--- src/rtl/mult_share_arbiter_taint.sv ---
// Round-robin front end that shares one sequential multiplier between two requesters, with taint tracking.
// Latency: grant on the sampling edge, start pulse the next cycle, ack one cycle after done is sampled; a held request only waits, it is never dropped.
module mult_share_arbiter_taint #(
    parameter int WIDTH = 4
) (
    input  logic               clk,
    input  logic               rst,
    input  logic               req0,
    input  logic               req1,
    input  logic               req0_t,
    input  logic               req1_t,
    input  logic [WIDTH-1:0]   a0,
    input  logic [WIDTH-1:0]   b0,
    input  logic [WIDTH-1:0]   a0_t,
    input  logic [WIDTH-1:0]   b0_t,
    input  logic [WIDTH-1:0]   a1,
    input  logic [WIDTH-1:0]   b1,
    input  logic [WIDTH-1:0]   a1_t,
    input  logic [WIDTH-1:0]   b1_t,
    output logic               mul_start,
    output logic               mul_start_t,
    output logic [WIDTH-1:0]   mul_mcand,
    output logic [WIDTH-1:0]   mul_mcand_t,
    output logic [WIDTH-1:0]   mul_mplier,
    output logic [WIDTH-1:0]   mul_mplier_t,
    input  logic               mul_done,
    input  logic               mul_done_t,
    input  logic [2*WIDTH-1:0] mul_product,
    input  logic [2*WIDTH-1:0] mul_product_t,
    output logic               ack0,
    output logic               ack0_t,
    output logic               ack1,
    output logic               ack1_t,
    output logic [2*WIDTH-1:0] result,
    output logic [2*WIDTH-1:0] result_t
);

    typedef enum logic [1:0] {IDLE, ISSUE, WAIT_DONE, RESP} state_t;

    state_t state;
    logic   rr;
    logic   gnt;
    logic   ctl_t;
    logic   pick;
    logic   req_any_t;
    logic   ctl_now;

    // Contended grant goes to the pointer; a lone request wins outright.
    assign pick      = (req0 && req1) ? rr : req1;
    // Both request taints feed the decision, whoever wins.
    assign req_any_t = req0_t | req1_t;
    assign ctl_now   = ctl_t | mul_done_t;

    always_ff @(posedge clk or posedge rst) begin
        if (rst) begin
            state        <= IDLE;
            rr           <= 1'b0;
            gnt          <= 1'b0;
            ctl_t        <= 1'b0;
            mul_start    <= 1'b0;
            mul_start_t  <= 1'b0;
            mul_mcand    <= '0;
            mul_mcand_t  <= '0;
            mul_mplier   <= '0;
            mul_mplier_t <= '0;
            ack0         <= 1'b0;
            ack0_t       <= 1'b0;
            ack1         <= 1'b0;
            ack1_t       <= 1'b0;
            result       <= '0;
            result_t     <= '0;
        end else begin
            mul_start   <= 1'b0;
            mul_start_t <= 1'b0;
            ack0        <= 1'b0;
            ack0_t      <= 1'b0;
            ack1        <= 1'b0;
            ack1_t      <= 1'b0;
            result      <= '0;
            result_t    <= '0;
            case (state)
                IDLE: begin
                    if (req0 || req1) begin
                        gnt          <= pick;
                        ctl_t        <= req_any_t;
                        mul_mcand    <= pick ? a1   : a0;
                        mul_mcand_t  <= pick ? a1_t : a0_t;
                        mul_mplier   <= pick ? b1   : b0;
                        mul_mplier_t <= pick ? b1_t : b0_t;
                        mul_start    <= 1'b1;
                        mul_start_t  <= req_any_t;
                        state        <= ISSUE;
                    end
                end
                ISSUE: begin
                    state <= WAIT_DONE;
                end
                WAIT_DONE: begin
                    // The done-taint of the completing cycle also marks the response.
                    ctl_t <= ctl_now;
                    if (mul_done) begin
                        ack0     <= ~gnt;
                        ack0_t   <= ~gnt & ctl_now;
                        ack1     <= gnt;
                        ack1_t   <= gnt & ctl_now;
                        result   <= mul_product;
                        result_t <= mul_product_t | {(2*WIDTH){ctl_now}};
                        state    <= RESP;
                    end
                end
                RESP: begin
                    rr    <= ~gnt;
                    state <= IDLE;
                end
                default: state <= IDLE;
            endcase
        end
    end

endmodule

--- config.mk ---
export PLATFORM = sky130hd
export DESIGN_NAME = mult_share_arbiter_taint
export DESIGN_NICKNAME = d
export VERILOG_FILES = /design/src/rtl/mult_share_arbiter_taint.sv
export SDC_FILE = /design/constraint.sdc
export NUM_CORES = 1
export LEC_CHECK = 0
export BUFFER_PORTS_ARGS = -buffer_cell sky130_fd_sc_hd__buf_2
export CORE_ASPECT_RATIO = 1.2
export CORE_MARGIN = 3
export CORE_UTILIZATION = 45
export CTS_CLUSTER_SIZE = 14
export DETAILED_ROUTE_END_ITERATION = 6
export PLACE_DENSITY = 0.77
export SLEW_MARGIN = 20
export SYNTH_ARGS = -nofsm -noshare
export SYNTH_HDL_FRONTEND = slang
export SYNTH_SLANG_ARGS = --single-unit
export TNS_END_PERCENT = 30
--- constraint.sdc ---
create_clock -name clk -period 1.7 [get_ports clk]
set_input_delay 0.255 -clock clk [delete_from_list [all_inputs] [get_ports clk]]
set_output_delay 0.255 -clock clk [all_outputs]
set_load 0.005 [all_outputs]
* Word level (Yosys, flattened, before mapping) *
Index checks and enable logic that the tools add are counted.

storage, ports and cells
  memory bits (read-only) = 0
  bits in latches = 0
  memory bits (writable) = 0
  memories = 0
  input bits = 56
  register bits = 43

cells by class
  divide/modulo/power cells = 0
  order comparisons = 0
  eq/ne operators = 5
  bitwise operators = 6
  mux-type cells = 26
  $mul = 0
  reduce and logical (&&, ||, !) cells = 7
  shift operators = 0
  $add $sub $neg = 0

operators by type and width
  operator                                             count
  two-way mux 8 bit                                    4
  two-way mux 4 bit                                    4
  two-way mux 1 bit                                    14
  bitwise OR 8 bit                                     1
  one-hot mux 2 bit (4 select lines)                   1
  AND reduction 2 bit                                  3
  equality test 2 bit, second input constant           2
  two-way mux 2 bit                                    2
  inequality test 2 bit, second input constant         2
  AND 1 bit                                            2
  equality test 2 x 1 -> 1 bit, second input constant  1
  zero test 2 bit                                      1
  bitwise OR 1 bit                                     2
  one-hot mux 1 bit (2 select lines)                   1
  nonzero test 2 bit                                   1
  logical AND 1 bit                                    1
  logical OR 1 bit                                     1
  inverter 1 bit                                       1

* Depth between registers and ports, before layout *
  depth in word-level cells = 4
  gate-level depth with buffers = 7
  gate-level depth less buffers = 6

* Least setup slack after synthesis *
Ideal clock, no wire load.

  kind = register -> register
  start = reg state[0]
  end = reg state[1]
  arrival = 1287 ps
  library setup time = 125 ps
  stages on the path, launching flop included = 6
  clock period less this slack = 1412 ps
  path buffers = 0
  path slack = 288 ps
  required time = 1575 ps
  cell sequence = dfrtp_1 -> inv_1 -> ha_1 -> nor3b_4 -> a21oi_2 -> mux2_2

on the way
  word-level cells in the longest chain between the ends = 3

ends and longest elaborated chain
  element                                                        line  text
  from (decl)                                                    40    state_t state;
  from (signal assigned)                                         56    state <= IDLE;
  from (signal assigned)                                         92    state <= ISSUE;
  from (signal assigned)                                         96    state <= WAIT_DONE;
  equality test 2 bit / zero test 2 bit (equally long branches)  81    case (state)
  inequality test 2 bit (no source line)                         n/a
  AND reduction 2 bit (no source line)                           n/a

Several ways; a longest one is shown, not always the timed one.
A chain may end at the register's enable or synchronous reset.

* Worst setup path in the final report *
  start = reg state[0]
  end = reg ctl_t

on the way
  word-level cells in the longest chain between the ends = 3

ends and longest elaborated chain
  element                                                                              line  text
  equality test 2 bit / zero test 2 bit (equally long branches)                        81
  nonzero test 2 bit (no source line) / inequality test 2 bit (equally long branches)  n/a
  AND reduction 2 bit (no source line)                                                 n/a
  to (signal assigned)                                                                 85    ctl_t <= req_any_t;
  to (signal assigned)                                                                 100   ctl_t <= ctl_now;
  to (decl)                                                                            43    logic ctl_t;

Several ways; a longest one is shown, not always the timed one.

==> flow_summary.ini <==
[status]
outcome = finished, final reports clean

[setup_path]
critPathLaunchType = flop
crit_start = state[0]
crit_required_ns = 1.87
crit_path_end_kind = flop
r2r_cells = 4
arrival_ns = 1.74
crit_buf_inv = 1
path_cells = inv_1 -> ha_1 -> o21ai_0 -> o32a_2
cp_slowest_stage_delay_ns = 0.45
reg2reg_from = state[0]
critical_path_depth = 4
cpLargestDelayFamily = compound AO/OA/AOI/OAI gates
crit_slowest_cell = ha_1
cp_max_fo = 16
path_class = flop to flop

[synth]
synthTopCellsByCount = dfrtp_1, nor2_1, o21ai_0
yosysMostFrequentCell = dfrtp_1
synth_compound_area_share_pct = 17.6
synth_area_leader_cell = dfrtp_1
synth_nets = 233
synth-simple-area-share_pct = 13.8
synth_top_family_by_area = compound AO/OA/AOI/OAI gates
synth_area_leaders = dfrtp_1, nor2_1, a31oi_1
synth_mux_area_share_pct = 1.71
yosysSeqAreaShare_pct = 58.9
syn_inst = 174
synth_top_area_share_pct = 58.9
ys_warn_count = 0
synthAdderAreaFrac_pct = 2.06
syn_area_sq_um = 1830
dominantRegCellSynth = dfrtp_1
synth_edf_count = 0
synthXorXnorAreaFrac_pct = 0
ys_ff_latch = 43
ys_types = 27
syn_avg_cell_area_sq_um = 10.5
synthArstFlopShare_pct = 100

[grt]
antenna_found_initial = 0
grt.total_usage_pct = 19.0
grt_max_degree = 28
gr-total-overflow = 0
grt_pass1_vias = 1538
grt_pass1_wl_mm = 7.07

[place]
detailed_place_hpwl_mm = 3.21
port_buffers = 93
placed_cell_area_sq_um = 2310
gp_congestion = 0.748
dp_cells = 310

[layout]
fillers = 313
drive_above_1_share_pct = 41.7
multi_input_area_sq_um = 642
final_nets = 325
antennaDiodeCount = 0
fin_cells = 318
final-seq-area_sq_um = 1080
postLayoutCellArea_sq_um = 2420
syn_to_final_growth_pct = 32.8

[route]
first_pass_iters = 4
drt-initial-drc-count = 126
antenna_left = 0
wl_mm = 4.48
vias_per_cell = 5.01
route.detailed.drc = 0
routed-via-count = 1594
avgRoutedWirePerCell_um = 14.1

[die]
core_sq_um = 3750
pin_count = 94
num_rows = 24
die_x_um = 64.1
initial_core_util_pct = 48.6
die_area_sq_um = 4860
die_y_um = 75.8

[worst_hold_path]
hp-class = primary input to flop
hold_start = mul_product_t[6]
whs_path_depth = 3

[power_and_ir_drop]
p_clk_share_pct = 20.2
comb_power_share_pct = 37.2
seqPwrFrac_pct = 42.6
p_sw_share_pct = 33.3
p_switching_mw = 1.23
p_per_area_nw_per_um2 = 1520
leakagePower_nw = 1.29
ir_worst_vdd_mv = 0.908
cellInternalPower_mw = 2.47

[cts]
ctsLongestPathBuffers = 2
cts_setup_buffers = 0
cts-root-buf = clkbuf_8
insertion_delay_ns = 0.29
cts.htree.levels = 2
cts_buffers = 5
clkTransAtPathRegs_ns = 0.07
clock-sinks = 43
cts_tree = built

[sta]
min_period_over_period_pct = 92.2
clock.fmax_ghz = 0.638
slew_headroom_pct = 56.4
period_minus_slack_ns = 1.57
fin_worst_skew_ns = 0.00571
hold_viol = 0
tns_ns = 0
finalSetupViolCount = 0
final_max_slew_viol_count = 0
rsz0062_at_grt = yes
worst_pin_slew_ns = 0.650

[run]
cap_violations = 0
-- power by group through the flow --
stage | clock (mW) | sequential [mW] | combinational (mW)
floorplan | 0 | 1.61 | 0.855
global placement | 0 | 1.58 | 1.33
detailed placement | 0 | 1.60 | 1.38
CTS | 0.761 | 1.58 | 1.39
global route | 0.808 | 1.62 | 1.58
finish | 0.746 | 1.58 | 1.38
-- metrics by stage --
stage                     utilization, %  hold WS, ns  power (mW)  setup WS [ns]
after detailed placement            61.5        0.282        2.98          0.131
final                               64.6        0.177        3.70          0.133
after floorplan                        -        0.385        2.47          0.288
after global routing                64.6        0.187        4.01        -0.0268
after CTS                           64.5        0.177        3.73         0.0926
after global placement              61.5        0.291        2.92          0.216
-- area by class of cell --
cell class	instances	share of cell area [%]
tap	52	2.68
multi-input combinational	112	26.5
timing repair buffer	97	21.1
sequential	43	44.4
inverter	7	1.19
clock buffer	6	2.99
clock inverter	1	1.24
-- final timing paths --
path	endpoint	slack, ns
setup / recovery	ctl_t	0.13
hold / removal	result_t[6]	0.18
setup reg to reg	ctl_t	0.13
hold reg to reg	ctl_t	0.49
max in group asynchronous	mul_mplier_t[2]	0.67
min in group asynchronous	mul_mplier[3]	0.52
-- sequential cells by signal, summed over array words and instances (netlist names) --
name and cells:
ack0 1, ack0_t 1, ack1 1, ack1_t 1, ctl_t 1, gnt 1
mul_mcand 4, mul_mcand_t 4, mul_mplier 4, mul_mplier_t 4, mul_start 1, mul_start_t 1
result 8, result_t 8, rr 1, state 2
-- placed cells by master (no fill, tap or decap), types with 2 or more instances in the layout --
| cell type | count |
|---|---|
| ha_1 | 3 |
| and3_1 | 9 |
| o21ai_0 | 17 |
| nor2_1 | 36 |
| a31oi_1 | 16 |
| clkbuf_8 | 5 |
| a21oi_1 | 16 |
| dfrtp_1 | 43 |
| buf_2 | 93 |
| buf_4 | 2 |
| mux2i_1 | 2 |
| inv_1 | 5 |
-- timing repair --
item	4_1_cts	5_1_grt
setup endpoints to repair	0	16
hold buffers	1	0
resized for setup	0	2
endpoints found under the hold margin	16	0
-- layer usage --
layer | track usage [%] | wire, um | up-vias
li1 | - | - | 784
met1 | 23.1 | 1680 | 744
met2 | 32.0 | 2420 | 57
met3 | 4.57 | 267 | 9
met4 | 9.62 | 113 | 0
met5 | 0 | 0 | -
-- logic make-up (layout without fill, tap and decap cells) --
group           after synthesis  in the layout
compound gates               54             54
simple gates                 52             52
flops                        43             43
buf+inv                      19            111
fa+ha+maj                     3              3
mux                           3              3
-- worst min-delay path, stage by stage --
cell and delay [ns]:
buf_2 0.07, nor2_1 0.03, nor2_1 0.07
Power figures use the tool's default switching activity.
